$ cat config.mk
export PLATFORM = sky130hd
export DESIGN_NAME = wb_queue
export DESIGN_NICKNAME = d
export VERILOG_FILES = /design/src/rtl/wb_queue.sv
export SDC_FILE = /design/constraint.sdc
export NUM_CORES = 1
export LEC_CHECK = 0
export ABC_AREA = 0
export ABC_CLOCK_PERIOD_IN_PS = 6750
export BUFFER_PORTS_ARGS = -buffer_cell sky130_fd_sc_hd__buf_2
export CAP_MARGIN = 20
export CELL_PAD_IN_SITES_DETAIL_PLACEMENT = 1
export CELL_PAD_IN_SITES_GLOBAL_PLACEMENT = 1
export CORE_ASPECT_RATIO = 0.6
export CORE_MARGIN = 2
export CORE_UTILIZATION = 40
export CTS_CLUSTER_SIZE = 24
export DETAILED_ROUTE_END_ITERATION = 10
export GPL_ROUTABILITY_DRIVEN = 1
export PLACE_DENSITY_LB_ADDON = 0.05
export SLEW_MARGIN = 25
export SYNTH_ARGS = -nofsm -noshare
export SYNTH_HDL_FRONTEND = slang
export SYNTH_SLANG_ARGS = --single-unit
$ cat constraint.sdc
create_clock -name clk -period 6.75 [get_ports clk]
set_input_delay 0.3375 -clock clk [delete_from_list [all_inputs] [get_ports clk]]
set_output_delay 0.3375 -clock clk [all_outputs]
set_load 0.005 [all_outputs]
$ cat src/rtl/wb_queue.sv
// Writeback collector: round-robin arbitration of three result channels into
// a small in-order FIFO that drains one entry per cycle onto the register file port.
module wb_queue #(
    parameter int W_RD  = 4,
    parameter int W_OPR = 32,
    parameter int DEPTH = 4,
    parameter int W_CNT = 3
) (
    input  logic             clk,
    input  logic             reset,
    input  logic [2:0]       valid_i,
    output logic [2:0]       ready_o,
    input  logic [W_RD-1:0]  rd0_i,
    input  logic [W_RD-1:0]  rd1_i,
    input  logic [W_RD-1:0]  rd2_i,
    input  logic [W_OPR-1:0] data0_i,
    input  logic [W_OPR-1:0] data1_i,
    input  logic [W_OPR-1:0] data2_i,
    input  logic             wb_hold_i,
    output logic             wb_o,
    output logic [W_RD-1:0]  wb_r_o,
    output logic [W_OPR-1:0] result_o,
    output logic [W_CNT-1:0] qcount_o
);

    localparam int AW = (DEPTH > 1) ? $clog2(DEPTH) : 1;
    localparam int EW = W_RD + W_OPR;
    localparam logic [W_CNT-1:0] FULL = W_CNT'(DEPTH);

    // Candidate order starts one past the last granted channel.
    function automatic logic [2:0] rr_grant(input logic [1:0] last, input logic [2:0] vld);
        logic [2:0] g;
        g = 3'b000;
        case (last)
            2'd0: begin
                if (vld[1])      g = 3'b010;
                else if (vld[2]) g = 3'b100;
                else if (vld[0]) g = 3'b001;
            end
            2'd1: begin
                if (vld[2])      g = 3'b100;
                else if (vld[0]) g = 3'b001;
                else if (vld[1]) g = 3'b010;
            end
            default: begin
                if (vld[0])      g = 3'b001;
                else if (vld[1]) g = 3'b010;
                else if (vld[2]) g = 3'b100;
            end
        endcase
        return g;
    endfunction

    logic [EW-1:0]    mem_q [DEPTH];
    logic [AW-1:0]    wptr_q, wptr_d;
    logic [AW-1:0]    rptr_q, rptr_d;
    logic [W_CNT-1:0] count_q, count_d;
    logic [1:0]       last_q, last_d;
    logic             wb_q, wb_d;
    logic [W_RD-1:0]  wb_r_q, wb_r_d;
    logic [W_OPR-1:0] result_q, result_d;

    logic [2:0]       grant;
    logic [2:0]       ready;
    logic             pop, space, push;
    logic [EW-1:0]    push_entry;
    logic [EW-1:0]    head;

    always_comb begin
        grant      = rr_grant(last_q, valid_i);
        pop        = ~wb_hold_i & (count_q != '0);
        space      = (count_q < FULL) | pop;
        ready      = reset ? 3'b000 : (grant & {3{space}});
        push       = |(valid_i & ready);
        head       = mem_q[rptr_q];
        push_entry = '0;
        last_d     = last_q;
        if (grant[0])      push_entry = {rd0_i, data0_i};
        else if (grant[1]) push_entry = {rd1_i, data1_i};
        else if (grant[2]) push_entry = {rd2_i, data2_i};
        if (push) begin
            if (grant[0])      last_d = 2'd0;
            else if (grant[1]) last_d = 2'd1;
            else               last_d = 2'd2;
        end

        wptr_d   = push ? wptr_q + 1'b1 : wptr_q;
        rptr_d   = pop ? rptr_q + 1'b1 : rptr_q;
        count_d  = count_q;
        case ({push, pop})
            2'b10:   count_d = count_q + 1'b1;
            2'b01:   count_d = count_q - 1'b1;
            default: count_d = count_q;
        endcase

        // Result registers hold their last value whenever nothing drains.
        wb_d     = pop;
        wb_r_d   = pop ? head[EW-1:W_OPR] : wb_r_q;
        result_d = pop ? head[W_OPR-1:0] : result_q;
    end

    always_ff @(posedge clk) begin
        if (reset) begin
            wptr_q   <= '0;
            rptr_q   <= '0;
            count_q  <= '0;
            last_q   <= 2'd2;
            wb_q     <= 1'b0;
            wb_r_q   <= '0;
            result_q <= '0;
        end else begin
            wptr_q   <= wptr_d;
            rptr_q   <= rptr_d;
            count_q  <= count_d;
            last_q   <= last_d;
            wb_q     <= wb_d;
            wb_r_q   <= wb_r_d;
            result_q <= result_d;
        end
    end

    always_ff @(posedge clk) begin
        if (push) mem_q[wptr_q] <= push_entry;
    end

    assign ready_o  = ready;
    assign wb_o     = wb_q;
    assign wb_r_o   = wb_r_q;
    assign result_o = result_q;
    assign qcount_o = count_q;

endmodule

Word-level counts from Yosys, hierarchy flattened --
Memory sizes are Yosys's and may differ from the RTL's. A register that Yosys moved wholly into a read port is not among the register bits. Index checks and enable logic that the tools add are counted.
Word-level totals: logic and storage cells 42, memory bits (writable) 144, memory bits (read-only) 0, latch bits 0, input port bits 114, bits in registers 10, memories 1
Memories:
- mem_q | depth 4, width 36, read ports 1, clocked after Yosys merged registers in 1, wr ports 1, line 54 | logic [EW-1:0] mem_q [DEPTH];
Operators by class: bitwise logic cells 5, shift-type cells 0, reductions and logical operators 4, equal/unequal tests 3, mux-type cells 19, add/subtract/negate cells 4, multiply operators 0, div/mod/pow operators 0, magnitude comparators 1
Operator list (number):
- 36-bit two-way mux | 3
- 3-bit two-way mux | 7
- 3-bit case mux with 2 select lines | 2
- 2-bit two-way mux | 4
- 3-bit bitwise AND | 2
- 2-bit by 1-bit adder with 2-bit output, second input constant | 2
- 2-bit by 1-bit == test with 1-bit output, second input constant | 2
- 3-bit by 1-bit adder with 3-bit output, second input constant | 1
- 3-bit less-than comparator, second input constant | 1
- 1-bit two-way mux | 3
- 3-bit nonzero test | 1
- 3-bit OR reduction | 1
- 3-bit by 1-bit subtractor with 3-bit output, second input constant | 1
- 2-bit == test, second input constant | 1
- 2-bit zero test | 1
- 2-bit nonzero test | 1
- 1-bit bitwise AND | 1
- 1-bit inverter | 1
- 1-bit bitwise OR | 1

Depth between registers and ports, before layout --
depth after elaboration 10, mapped depth 10

Worst setup path after synthesis --
OpenSTA, ideal clock, no wires.
path type input-to-reg, start input reset, end memory mem_q[0][0] (netlist name) (enable), slack 4.443 ns, path buffers 1, cell stages on the path 4, data arrival time 1.910 ns, path through buf_2 -> a21oi_1 -> o21a_1 -> and2_1
On the way: cells in the longest elaborated chain, start to end 5
RTL lines:
- start, declared | line 10 | input logic reset,
- 3-bit two-way mux | line 73 | ready = reset ? 3'b000 : (grant & {3{space}});
- 3-bit bitwise AND | line 74 | push = |(valid_i & ready);
- 3-bit OR reduction | line 74
- 1-bit two-way mux | line 123 | if (push) mem_q[wptr_q] <= push_entry;
- 1-bit two-way mux (not written as such) | line 123
- end, declared | line 54
Every way passes these cells.

Final worst setup path --
start input valid_i[0], end register count_q[2] (netlist: qcount_o[2])
On the way: cells in the longest elaborated chain, start to end 10, elaborated cells between the ends (all ways) 15
RTL lines:
- start, declared | line 11 | input logic [2:0] valid_i,
- 1-bit two-way mux | line 38 | else if (vld[0]) g = 3'b001;
- 3-bit two-way mux | line 37 | else if (vld[2]) g = 3'b100;
- 3-bit two-way mux | line 36 | if (vld[1]) g = 3'b010;
- 3-bit case mux with 2 select lines | line 34 | case (last)
- 3-bit bitwise AND | line 73
- 3-bit two-way mux | line 73
- 3-bit bitwise AND (*) | line 74
- 3-bit OR reduction (*) | line 74
- 2-bit by 1-bit == test with 1-bit output / 2-bit == test (equally long branches) | line 90 | case ({push, pop})
- 3-bit case mux with 2 select lines / 2-bit nonzero test (equally long branches)
- end signal, assigned | line 114 | count_q <= count_d;
- end, declared | line 57 | logic [W_CNT-1:0] count_q, count_d;
Mark *: on every way between the ends. The rest lies on a longest branch, timed or not. A chain may end at the register's enable or synchronous reset.

==> impl_metrics.toml <==
[yosys]
synth_nets = 541
synth_top_area_share_pct = 57.5
synth_seq_area_share_pct = 69.7
synth-seq-cells = 190
synth_top_area_cell = "edfxtp_1"
ys_top_cells_by_area = "edfxtp_1 57%, dfxtp_1 12%, mux4_2 11%, a221o_1 4.8%, a22o_1 4.2%"
synth_edf_count = 144
synth_area_mm2 = 0.00752
synth-main-ff-cell = "edfxtp_1"
synth.distinct_cells = 36
synth_cells = 421
syn_area_per_cell_um2 = 17.9
yosys_warnings = 0
async_flop_share_pct = 0

[placed_design]
globalplace.congestion = 0.760
post-place-ws_ns = 3.95
hpwl_um = 11600
placed_area_mm2 = 0.00847
port_buffers = 156

[final_layout]
fin_area_mm2 = 0.00907
drive_above_1_share_pct = 40.4
final_common_cell = "buf_2"
mostFrequentLayoutCells = "156 x buf_2, 144 x edfxtp_1, 44 x dfxtp_1, 39 x and3_1"
syn_to_final_growth_pct = 20.6
layout.nets = 689
antennaDiodeCount = 0
utilization_pct = 49.7

[pwr]
leakagePower_nw = 3.49
vdd_drop_max_v = 0.000197
p_per_area_mw_per_mm2 = 349

[min_path]
hold_class = "in2reg"

[setup_path]
critPathMaxStageDelay_ns = 0.39
critPathCaptureType = "flip-flop"
critPathKind = "in2reg"
crit_path_max_fanout = 40
cp-start-kind = "input port"
cpMaxStageDelayCell = "fa_1"
cp_cell_sequence = "buf_2 -> or2_1 -> o21a_1 -> inv_1 -> ha_1 -> inv_1 -> fa_1 -> xor2_1 -> or3_1 -> a21oi_1"
critical_path_arrival_ns = 2.73
cp.required_ns = 7.11
cp_common_cell = "inv_1"

[global_routing]
antenna_found_initial = 0
grt_usage_pct = 19.8
globalRouteOverflowTotal = 0
grt_max_degree = 41
grt_first_pass_wirelength_um = 28500
grt_pass1_vias = 4993

[clock_network]
hold_buffers = 0
ctsHtreeMaxLevel = 4
clk_pin_slew_worst_paths_ns = 0.06
cts.path.max_buffers = 2
clk-insertion-delay-late_ns = 0.42
cts_tree = "done"
cts_made_buffers = 17
post_cts_buffers = 0
clockRootBuffer = "clkbuf_16"
clock_sinks = 190
post_cts_resize_count = 0

[routing]
remaining_drc_errors = 0
wl_per_cell_um = 23.2
routed_via_density = 5.56
postRouteWirelength_um = 19000
vias = 4565
ant_nets = 0
firstDrtPassIters = 5
drt_iter0_markers = 347

[floorplan]
rows = 38
initial_core_util_pct = 41.2
core_mm2 = 0.0183
die_h_um = 110
die_area_mm2 = 0.0200
num_io_pins = 157
die_w_um = 181

[timing]
setup_viol = 0
hold_viol_final = 0
period_share_pct = 35.2
period_minus_slack_ns = 2.38
skew_ns = 0.00976
rsz0062_at_grt = "false"
maxSlewHeadroom_pct = 37.1
max_freq_ghz = 0.421
finalMaxSlewViolations = 0
setup_ws_ns = 4.37
tightest_slew_ns = 0.943
setup_tns_ns = 0

[run_status]
status = "complete, no violations"

[run]
drv_cap = 0
## worst max-delay path: cells and delay by family
kind,cells,cell delay (ns)
compound gates,2,0.43
xor+xnor,1,0.17
fa+ha+maj,2,0.58
buf+inv,3,0.55
simple gates,2,0.65
## power by group
| group | total [mW] | switching, mW | leakage, nW | internal, mW |
|---|---|---|---|---|
| clock network | 0.981 | 0.409 | 0.284 | 0.572 |
| logic | 0.622 | 0.290 | 1.49 | 0.332 |
| registers | 1.57 | 0.135 | 1.71 | 1.43 |
| total | 3.17 | 0.834 | 3.49 | 2.33 |
## flip-flops by register name, indices dropped and copies added (netlist names)
name / flops
last_q: 2
wptr_q: 2
rptr_q: 2
result_o: 32
wb_r_o: 4
qcount_o: 3
wb_o: 1
mem_q: 144
## worst paths after layout
check | start | endpoint | slack, ns | depth (start not counted)
worst max register to register | qcount_o[2] | qcount_o[2] | 4.40 | 9
worst min register to register | result_o[18] | result_o[18] | 0.48 | 1
worst min-delay path | reset | rptr_q[0] | 0.26 | 2
worst max-delay path | valid_i[0] | qcount_o[2] | 4.37 | 10
## per-layer routing
metal | GRT usage [%] | share of wire [%] | up-vias | wire length, µm
met5 | 0 | 0 | - | 0
met4 | 6.74 | 1.5 | 0 | 282
met3 | 5.65 | 7.6 | 16 | 1450
met2 | 31.4 | 46 | 176 | 8800
met1 | 26.7 | 45 | 2334 | 8510
li1 | - | - | 2039 | -
## area by class of cell
cell class,instances,area [µm²]
fillers,1787,9190
repair buffers,159,823
clock buffers,24,482
flip-flops and latches,190,5250
clock inverters,7,88.8
multi-input cells,195,2100
well taps,240,300
inverters,6,22.5
## synth_stat cells (2+ instances only)
library cell and number:
nor2_1 8, a21oi_1 4, mux4_2 36, and2_1 6, xnor2_1 3, buf_4 4
inv_1 6, buf_2 10, buf_1 2, a22o_1 36, ha_1 5, buf_6 4
edfxtp_1 144, a221o_1 36, dfxtp_1 46, nor3_2 2, and3_1 39, nand2_1 2
clkbuf_1 10, xor2_1 2
## metrics by stage
step,hold WS (ns),power (mW),instances
final,0.261,3.17,821
after global routing,0.271,3.30,821
after CTS,0.250,3.19,820
after detailed placement,0.460,2.21,789
after global placement,0.451,2.19,789
after floorplan,0.466,1.97,421
## kinds of logic (layout without fill, tap and decap cells)
logic type | Yosys count | after routing | share of synthesized area, %
buffers and inverters | 36 | 196 | 2.56
AND/OR/NAND/NOR | 64 | 64 | 5.17
XOR/XNOR | 5 | 5 | 0.582
adder cells (fa/ha/maj) | 6 | 6 | 1.10
multiplexers | 37 | 37 | 10.9
flip-flops | 190 | 190 | 69.7
AO/OA/AOI/OAI | 83 | 83 | 9.95
Power figures use the tool's default switching activity.
